### src/rtl/if_exe_pipe_stage.sv
`default_nettype none
// +--------------------------------------------------------------------------+
// | Module     : if_exe_pipe_stage                                           |
// | Description: IF->EXE boundary register with valid/ready handshake,       |
// |              2-entry skid buffer, flush-to-bubble and a programmable     |
// |              reset PC. Optional stall/flush counters are enabled by      |
// |              defining IF_EXE_STATS_EN.                                   |
// | Revision   : 1.0 - initial release                                       |
// +--------------------------------------------------------------------------+
module if_exe_pipe_stage #(
  parameter int              XLEN      = 32,
  parameter int              ILEN      = 32,
  parameter logic [ILEN-1:0] NOP_INSTR = 32'h0000_0013
) (
  input  logic            clk,
  input  logic            rst,
  input  logic [XLEN-1:0] pc_rst,
  input  logic            in_valid,
  output logic            in_ready,
  input  logic [ILEN-1:0] in_instr,
  input  logic [XLEN-1:0] in_pc,
  input  logic            flush,
  output logic            out_valid,
  input  logic            out_ready,
  output logic [ILEN-1:0] instr_out,
  output logic [XLEN-1:0] pc_out
`ifdef IF_EXE_STATS_EN
  ,
  output logic [31:0]     stall_cnt,
  output logic [31:0]     flush_cnt
`endif
);

  // Main entry drives the outputs directly; the skid entry catches the one
  // extra word fetch can send before it sees in_ready fall.
  logic            r_main_valid;
  logic [ILEN-1:0] r_main_instr;
  logic [XLEN-1:0] r_main_pc;
  logic            r_skid_valid;
  logic [ILEN-1:0] r_skid_instr;
  logic [XLEN-1:0] r_skid_pc;

  logic w_accept;
  logic w_consume;
  logic w_main_free;

  // in_ready depends only on state, so there is no path from out_ready.
  assign w_accept    = in_valid && !r_skid_valid;
  assign w_consume   = r_main_valid && out_ready;
  assign w_main_free = !r_main_valid || w_consume;

  // Main/skid entry update: reset, flush, then FIFO-ordered handshake moves.
  always_ff @(posedge clk) begin
    if (rst) begin
      r_main_valid <= 1'b0;
      r_main_instr <= NOP_INSTR;
      r_main_pc    <= pc_rst;
      r_skid_valid <= 1'b0;
      r_skid_instr <= NOP_INSTR;
      r_skid_pc    <= '0;
    end else if (flush) begin
      // Bubble out; PC keeps its last value so EXE still sees a sane PC.
      r_main_valid <= 1'b0;
      r_main_instr <= NOP_INSTR;
      r_skid_valid <= 1'b0;
    end else if (w_main_free) begin
      if (r_skid_valid) begin
        // Skid is older than anything new; in_ready is low so nothing new
        // can arrive in the same cycle.
        r_main_valid <= 1'b1;
        r_main_instr <= r_skid_instr;
        r_main_pc    <= r_skid_pc;
        r_skid_valid <= 1'b0;
      end else if (w_accept) begin
        r_main_valid <= 1'b1;
        r_main_instr <= in_instr;
        r_main_pc    <= in_pc;
      end else begin
        r_main_valid <= 1'b0;
        r_main_instr <= NOP_INSTR;
      end
    end else if (w_accept) begin
      // Main is held by EXE backpressure: park the new word in the skid.
      r_skid_valid <= 1'b1;
      r_skid_instr <= in_instr;
      r_skid_pc    <= in_pc;
    end
  end

  assign in_ready  = !r_skid_valid;
  assign out_valid = r_main_valid;
  assign instr_out = r_main_instr;
  assign pc_out    = r_main_pc;

`ifdef IF_EXE_STATS_EN
  logic [31:0] r_stall_cnt;
  logic [31:0] r_flush_cnt;

  // Saturating counters of stalled output cycles and flush requests.
  always_ff @(posedge clk) begin
    if (rst) begin
      r_stall_cnt <= '0;
      r_flush_cnt <= '0;
    end else begin
      if (r_main_valid && !out_ready && (r_stall_cnt != 32'hFFFF_FFFF)) begin
        r_stall_cnt <= r_stall_cnt + 32'd1;
      end
      if (flush && (r_flush_cnt != 32'hFFFF_FFFF)) begin
        r_flush_cnt <= r_flush_cnt + 32'd1;
      end
    end
  end

  assign stall_cnt = r_stall_cnt;
  assign flush_cnt = r_flush_cnt;
`endif

endmodule
`default_nettype wire
### config.mk
export PLATFORM = sky130hd
export DESIGN_NAME = if_exe_pipe_stage
export DESIGN_NICKNAME = d
export VERILOG_FILES = /design/src/rtl/if_exe_pipe_stage.sv
export SDC_FILE = /design/constraint.sdc
export NUM_CORES = 1
export LEC_CHECK = 0
export CELL_PAD_IN_SITES_DETAIL_PLACEMENT = 1
export CELL_PAD_IN_SITES_GLOBAL_PLACEMENT = 1
export CORE_MARGIN = 8
export CORE_UTILIZATION = 39
export CTS_CLUSTER_SIZE = 40
export DETAILED_ROUTE_END_ITERATION = 8
export GPL_TIMING_DRIVEN = 0
export PLACE_DENSITY_LB_ADDON = 0.1
export SYNTH_ARGS = -nofsm -noshare
export SYNTH_HDL_FRONTEND = slang
export SYNTH_SLANG_ARGS = --single-unit
### constraint.sdc
create_clock -name clk -period 10.41 [get_ports clk]
set_input_delay 2.6025 -clock clk [delete_from_list [all_inputs] [get_ports clk]]
set_output_delay 2.6025 -clock clk [all_outputs]
set_load 0.01 [all_outputs]
Yosys cells after proc, flatten, opt, wreduce, memory -nomap -nowiden
Cells that the tools add are included.
{"block": "totals", "ff_bits": 130, "word_cells": 29}
{"block": "classes", "n_eq_ne": 1, "mux": 9, "n_bitwise": 2, "n_reduce_logical": 11}
{"operator": "$mux W32", "count": 7}
{"operator": "$reduce_and A3 Y1", "count": 2}
{"operator": "$reduce_bool A3 Y1", "count": 1}
{"operator": "$reduce_or A3 Y1", "count": 1}
{"operator": "$logic_and A1 B1 Y1", "count": 2}
{"operator": "$logic_not A1 Y1", "count": 2}
{"operator": "$mux W1", "count": 2}
{"operator": "$ne A2 B2 Y1 const B", "count": 1}
{"operator": "$not A1 Y1", "count": 2}
{"operator": "$reduce_bool A2 Y1", "count": 1}
{"operator": "$reduce_or A2 Y1", "count": 1}
{"operator": "$logic_or A1 B1 Y1", "count": 1}

Logic depth before layout (Yosys ltp)
{"block": "depth", "depth_word": 7, "mapped_depth": 6}

Least setup slack after synthesis
No wires, ideal clock.
{"block": "synth_timing", "path_kind": "input to register", "startpoint": "input port out_ready", "endpoint": "register r_main_pc[0] (netlist: pc_out[0]), enable pin", "setup_ps": 470, "arrival_ps": 5539, "required_time_ps": 9940, "setup_slack_ps": 4400, "path_stages": 4, "path_cell_list": "and2b_1 > buf_4 > buf_2 > o31ai_1"}
{"block": "synth_between", "elab_chain_len": 4}
{"element": "from (decl)", "line": "24", "rtl": "input logic out_ready,"}
{"element": "$logic_and A1 B1 Y1", "line": "49", "rtl": "assign w_consume = r_main_valid && out_ready;"}
{"element": "$logic_or A1 B1 Y1", "line": "50", "rtl": "assign w_main_free = !r_main_valid || w_consume;"}
{"element": "$reduce_bool A2 Y1 (no source line)"}
{"element": "$reduce_and A3 Y1 (no source line)"}
{"element": "to (signal assigned)", "line": "57", "rtl": "r_main_pc <= pc_rst;"}
{"element": "to (signal assigned)", "line": "72", "rtl": "r_main_pc <= r_skid_pc;"}
{"element": "to (signal assigned)", "line": "77", "rtl": "r_main_pc <= in_pc;"}
{"element": "to (decl)", "line": "38", "rtl": "logic [XLEN-1:0] r_main_pc;"}
Every way passes these cells.
A chain may end at the register's enable or synchronous reset.

Worst setup path after layout
{"block": "layout_timing", "startpoint": "input port out_ready", "endpoint": "register r_main_pc[12] (netlist: pc_out[12]), enable pin"}
Same word-level chain as after synthesis.

==> results.cfg <==
[timing]
worst_pin_slew_ps = 693
fin_crit_ps = 4440
fmax_ghz = 0.225
final_max_slew_viol_count = 0
hold_viol = 0
rsz0062_at_grt = false
finalCritPeriodShare_pct = 42.6
finalSetupViolations = 0
relSlewSlack_pct = 53.8
fin_tns_setup_ps = 0
finClkSkew_ps = 7.13

[worst_setup_path]
endpoint_kind = flop
worstPathArrival_ps = 4560
worstPathRequired_ps = 10540
path_class = in -> reg
path_cells = clkdlybuf4s50_1 > and2b_1 > buf_4 > buf_2 > o31ai_4 > buf_8
slowest_stage = o31ai_4
critPathMaxStageDelay_ps = 640
rrSetupSlack_ps = 8320
cpLargestDelayFamily = buffers and inverters
path_depth = 6
cp-start-kind = input port
worst-path-buf-inv = 4
worstPathMaxFanout = 13
r2r_cells = 5

[finish]
seq_area_um2 = 2920
n_antenna_cell = 0
fillCellCount = 1578
fin_util_pct = 57.9
multi_input_area_um2 = 2430
drive_gt1_share_pct = 10.5
nNetsFinal = 862
syn_to_final_growth_pct = 46.0

[clock_tree]
cts_tree = built
post_cts_buffers = 0
ctsResizeCount = 0
clk_latency_ps = 420
cts_buffers = 17
cts.htree.levels = 4
clkTransAtPathRegs_ps = 60
cts_sinks = 130
holdBufCountCts = 0
cts_buffer_depth = 2
ctsRootBufferMaster = clkbuf_16

[placed_design]
portBuffers = 165
gp_congestion = 0.755
dpl.hpwl_um = 13400

[routing]
dr_total_vias = 4924
viasPerCell = 5.14
wire_per_inst_um = 19.0
drt_first_pass_iters = 4
drt-initial-drc-count = 249
drt-total-wl_um = 18200
drc = 0
antenna_left = 0

[yosys]
synth_cells = 575
ys_seq_area_share_pct = 50.9
netlist_area_um2 = 5740
syn_avg_cell_area_um2 = 9.98
synth_warnings = 0
ys_ff_latch = 130
yosysUniqueCellTypes = 26
syn_nets = 676

[global_routing]
grt-ovfl-total = 0
grt_use_total_pct = 19.7
antenna_found_initial = 0
grt_pass1_wl_um = 29000
first_global_vias = 5545
grt_max_degree = 17

[run_status]
status = finished clean

[floorplan]
initial_core_util_pct = 39.6
die_x_um = 137
core.rowCount = 44
design.portCount = 167
die-area_um2 = 18800
dieHeight_um = 137
coreArea_um2 = 14500

[power]
p_per_area_nw_per_um2 = 168
p_leak_uw = 0.00304
max-vdd-ir-drop_uv = 115

[hold_path]
hold_class = reg -> reg
holdPathStages = 2

[flow_run]
drv_cap = 0
==> area by class of cell <==
| class | count | area share (%) |
|---|---|---|
| inverters | 2 | 0.0896 |
| flip-flops and latches | 130 | 34.9 |
| well taps | 184 | 2.75 |
| clock inverters | 10 | 2.23 |
| multi-input cells | 394 | 29.1 |
| plain buffers | 49 | 4.62 |
| clock buffers | 22 | 6.30 |
| repair buffers | 167 | 20.1 |
==> metal layers <==
metal	global-route usage [%]	up-vias	wire, um
met4	6.34	0	307
met5	0	-	0
met1	21.9	2409	7610
met3	5.87	26	1150
met2	35.4	126	9150
li1	-	2363	-
==> worst paths after layout <==
check,from,end
worst max-delay path,out_ready,pc_out[12]
worst min-delay path,r_skid_pc[24],r_skid_pc[24]
worst max register to register,out_valid,pc_out[12]
worst min register to register,r_skid_pc[24],r_skid_pc[24]
==> tightest hold or removal path: stages, from the launching register on <==
cell and delay, ps:
dfxtp_1 310, nand2_1 50, mux2i_1 50
==> cell usage after synthesis, drive strengths merged <==
master	n	area share (%)
o22ai	3	0.33
nand2	154	10
o21ai	35	3.1
nor3	31	2.8
nor2	36	2.4
edfxtp	32	17
dfxtp	98	34
a221oi	29	5.5
or2	1	0.11
nand2b	2	0.35
o31ai	1	0.13
nor2b	1	0.24
clkbuf	16	1.0
clkinv	1	0.065
buf	33	5.7
and2b	1	0.13
inv	1	0.065
a21oi	4	0.35
mux2i	96	17
==> report_power, final <==
part / internal (uW) / leakage (uW) / total, uW / switching (uW)
logic: 83.7 / 0.00158 / 152 / 68.6
clock network: 482 / 0.000345 / 710 / 229
registers: 537 / 0.00112 / 545 / 7.16
total: 1100 / 0.00304 / 1410 / 304
==> metrics by stage <==
step	area (um^2)	std cells	power [uW]	setup slack [ps]	hold slack (ps)
floorplan	5740	575	615	4400	434
global placement	7620	924	703	2520	442
detailed placement	7660	926	708	5520	454
CTS	8380	958	1420	5970	464
global route	8380	958	1450	5880	471
finish	8380	958	1410	5970	460
==> kinds of logic after synthesis <==
| logic type | Yosys count | synth area share [%] |
|---|---|---|
| buf+inv | 51 | 6.87 |
| mux | 96 | 16.8 |
| flops | 130 | 50.9 |
| compound gates | 72 | 9.38 |
| simple gates | 226 | 16.1 |
==> cell usage in the layout (no fill, tap or decap), types with 10 or more instances in the layout <==
master and count:
clkdlybuf4s50_1 165, nor2_1 36, edfxtp_1 32, mux2i_1 96, nor3_1 30, a221oi_1 19, dfxtp_1 98, buf_2 12
nand2_1 154, clkbuf_16 20, a221oi_2 10, clkbuf_1 16, o21ai_0 35
==> flip-flops by register name, summed over array words and instances (netlist names) <==
| register | cells |
|---|---|
| r_skid_valid | 1 |
| instr_out | 32 |
| r_skid_pc | 32 |
| r_skid_instr | 32 |
| out_valid | 1 |
| pc_out | 32 |
Note: power is estimated with default switching activity, not from simulation.
==> RTL edit, RTL diff (config.mk and constraints unchanged) <==
Add a define of `IF_EXE_STATS_EN`.
--- a/src/rtl/if_exe_pipe_stage.sv
+++ b/src/rtl/if_exe_pipe_stage.sv
@@ -9,2 +9,4 @@
 // +--------------------------------------------------------------------------+
+`define IF_EXE_STATS_EN
+
 module if_exe_pipe_stage #(
Behaviour (old outputs only; new: flush_cnt and stall_cnt): unchanged (equiv_simple and equiv_induct, registers matched by name and starting in step).
==> RTL edit against the original RTL <==
Routed wire length increased by 69%; synthesized area increased by 51%; combinational power increased by 5%; setup slack got worse by 0.60 ns; cell area increased by 43%; sequential cell count increased by 64; total power increased by 15%; clock power decreased by 6.3%.
==> RTL edit: results (changes against the original RTL) <==
| Metric | Value |
|---|---|
| Status | completed (unchanged) |
| Share of layout cells above drive strength 1 | 0.0539 (was 0.105) |
| Worst-Skew Late Latency | 0.45 ns (was 0.42 ns) |
| Nets | 1369 (was 862) |
| XOR/XNOR Fraction of Synth Area | 0.0202 (was 0) |
| Met3 usage | 0.0573 (was 0.0587) |
| HPWL Detailed | 22.8 mm (was 13.4 mm) |
| DR WL met2 | 15.3 mm (was 9.15 mm) |
| Proportion of synthesized area in mux cells | 0.0586 (was 0.168) |
| Worst R2R Start | r_skid_valid (was out_valid) |
| Max-slew headroom | 0.374 (was 0.538) |
| Distinct cells, synth | 50 (was 26) |
| Hold WS | 0.458 ns (was 0.460 ns) |
| Vias | 8554 (was 4924) |
| WL met1 | 12.7 mm (was 7.61 mm) |
| Final-layout fill cell count | 2609 (was 1578) |
| Max FO, Critical Path | 10 (was 13) |
| Tot GR Track Use | 0.224 (was 0.197) |
| Placer Congestion | 0.813 (was 0.755) |
| Drt pass-1 iters | 6 (was 4) |
| Seq pwr share | 0.490 (was 0.387) |
| Switching power | 0.412 mW (was 0.304 mW) |
| Seq/Total Area, Yosys | 0.484 (was 0.509) |
| GR Util met1 | 0.256 (was 0.219) |
| Largest net degree at the start of global routing | 19 (was 17) |
==> RTL edit: cell count changes after synthesis, sizes merged, moves of 35 or more <==
cell and change:
a21oi +83, nor2 +44, dfxtp +64, clkbuf +38, nand2 +35, mux2i -62, and3 +38
==> RTL edit: cell type report <==
cell class | instances | area share
diodes | 1 | 0.000209
clock inverters | 14 | 0.0118
inverters | 5 | 0.00157
repair buffers | 232 | 0.196
clock buffers | 18 | 0.0359
flip-flops and latches | 194 | 0.351
well taps | 280 | 0.0293
multi-input cells | 746 | 0.351
plain buffers | 70 | 0.0237
==> RTL edit: worst max path at each step <==
| stage | from | endpoint | slack (ns) | cells past startpoint |
|---|---|---|---|---|
| floorplan | out_ready | pc_out[0] | 4.26 | 5 |
| finish | rst | pc_out[27] | 5.37 | 6 |
| CTS | rst | pc_out[27] | 5.37 | 6 |
| global placement | out_ready | pc_out[25] | 1.92 | 6 |
| detailed placement | rst | pc_out[27] | 4.92 | 6 |
| global route | rst | pc_out[27] | 5.22 | 6 |
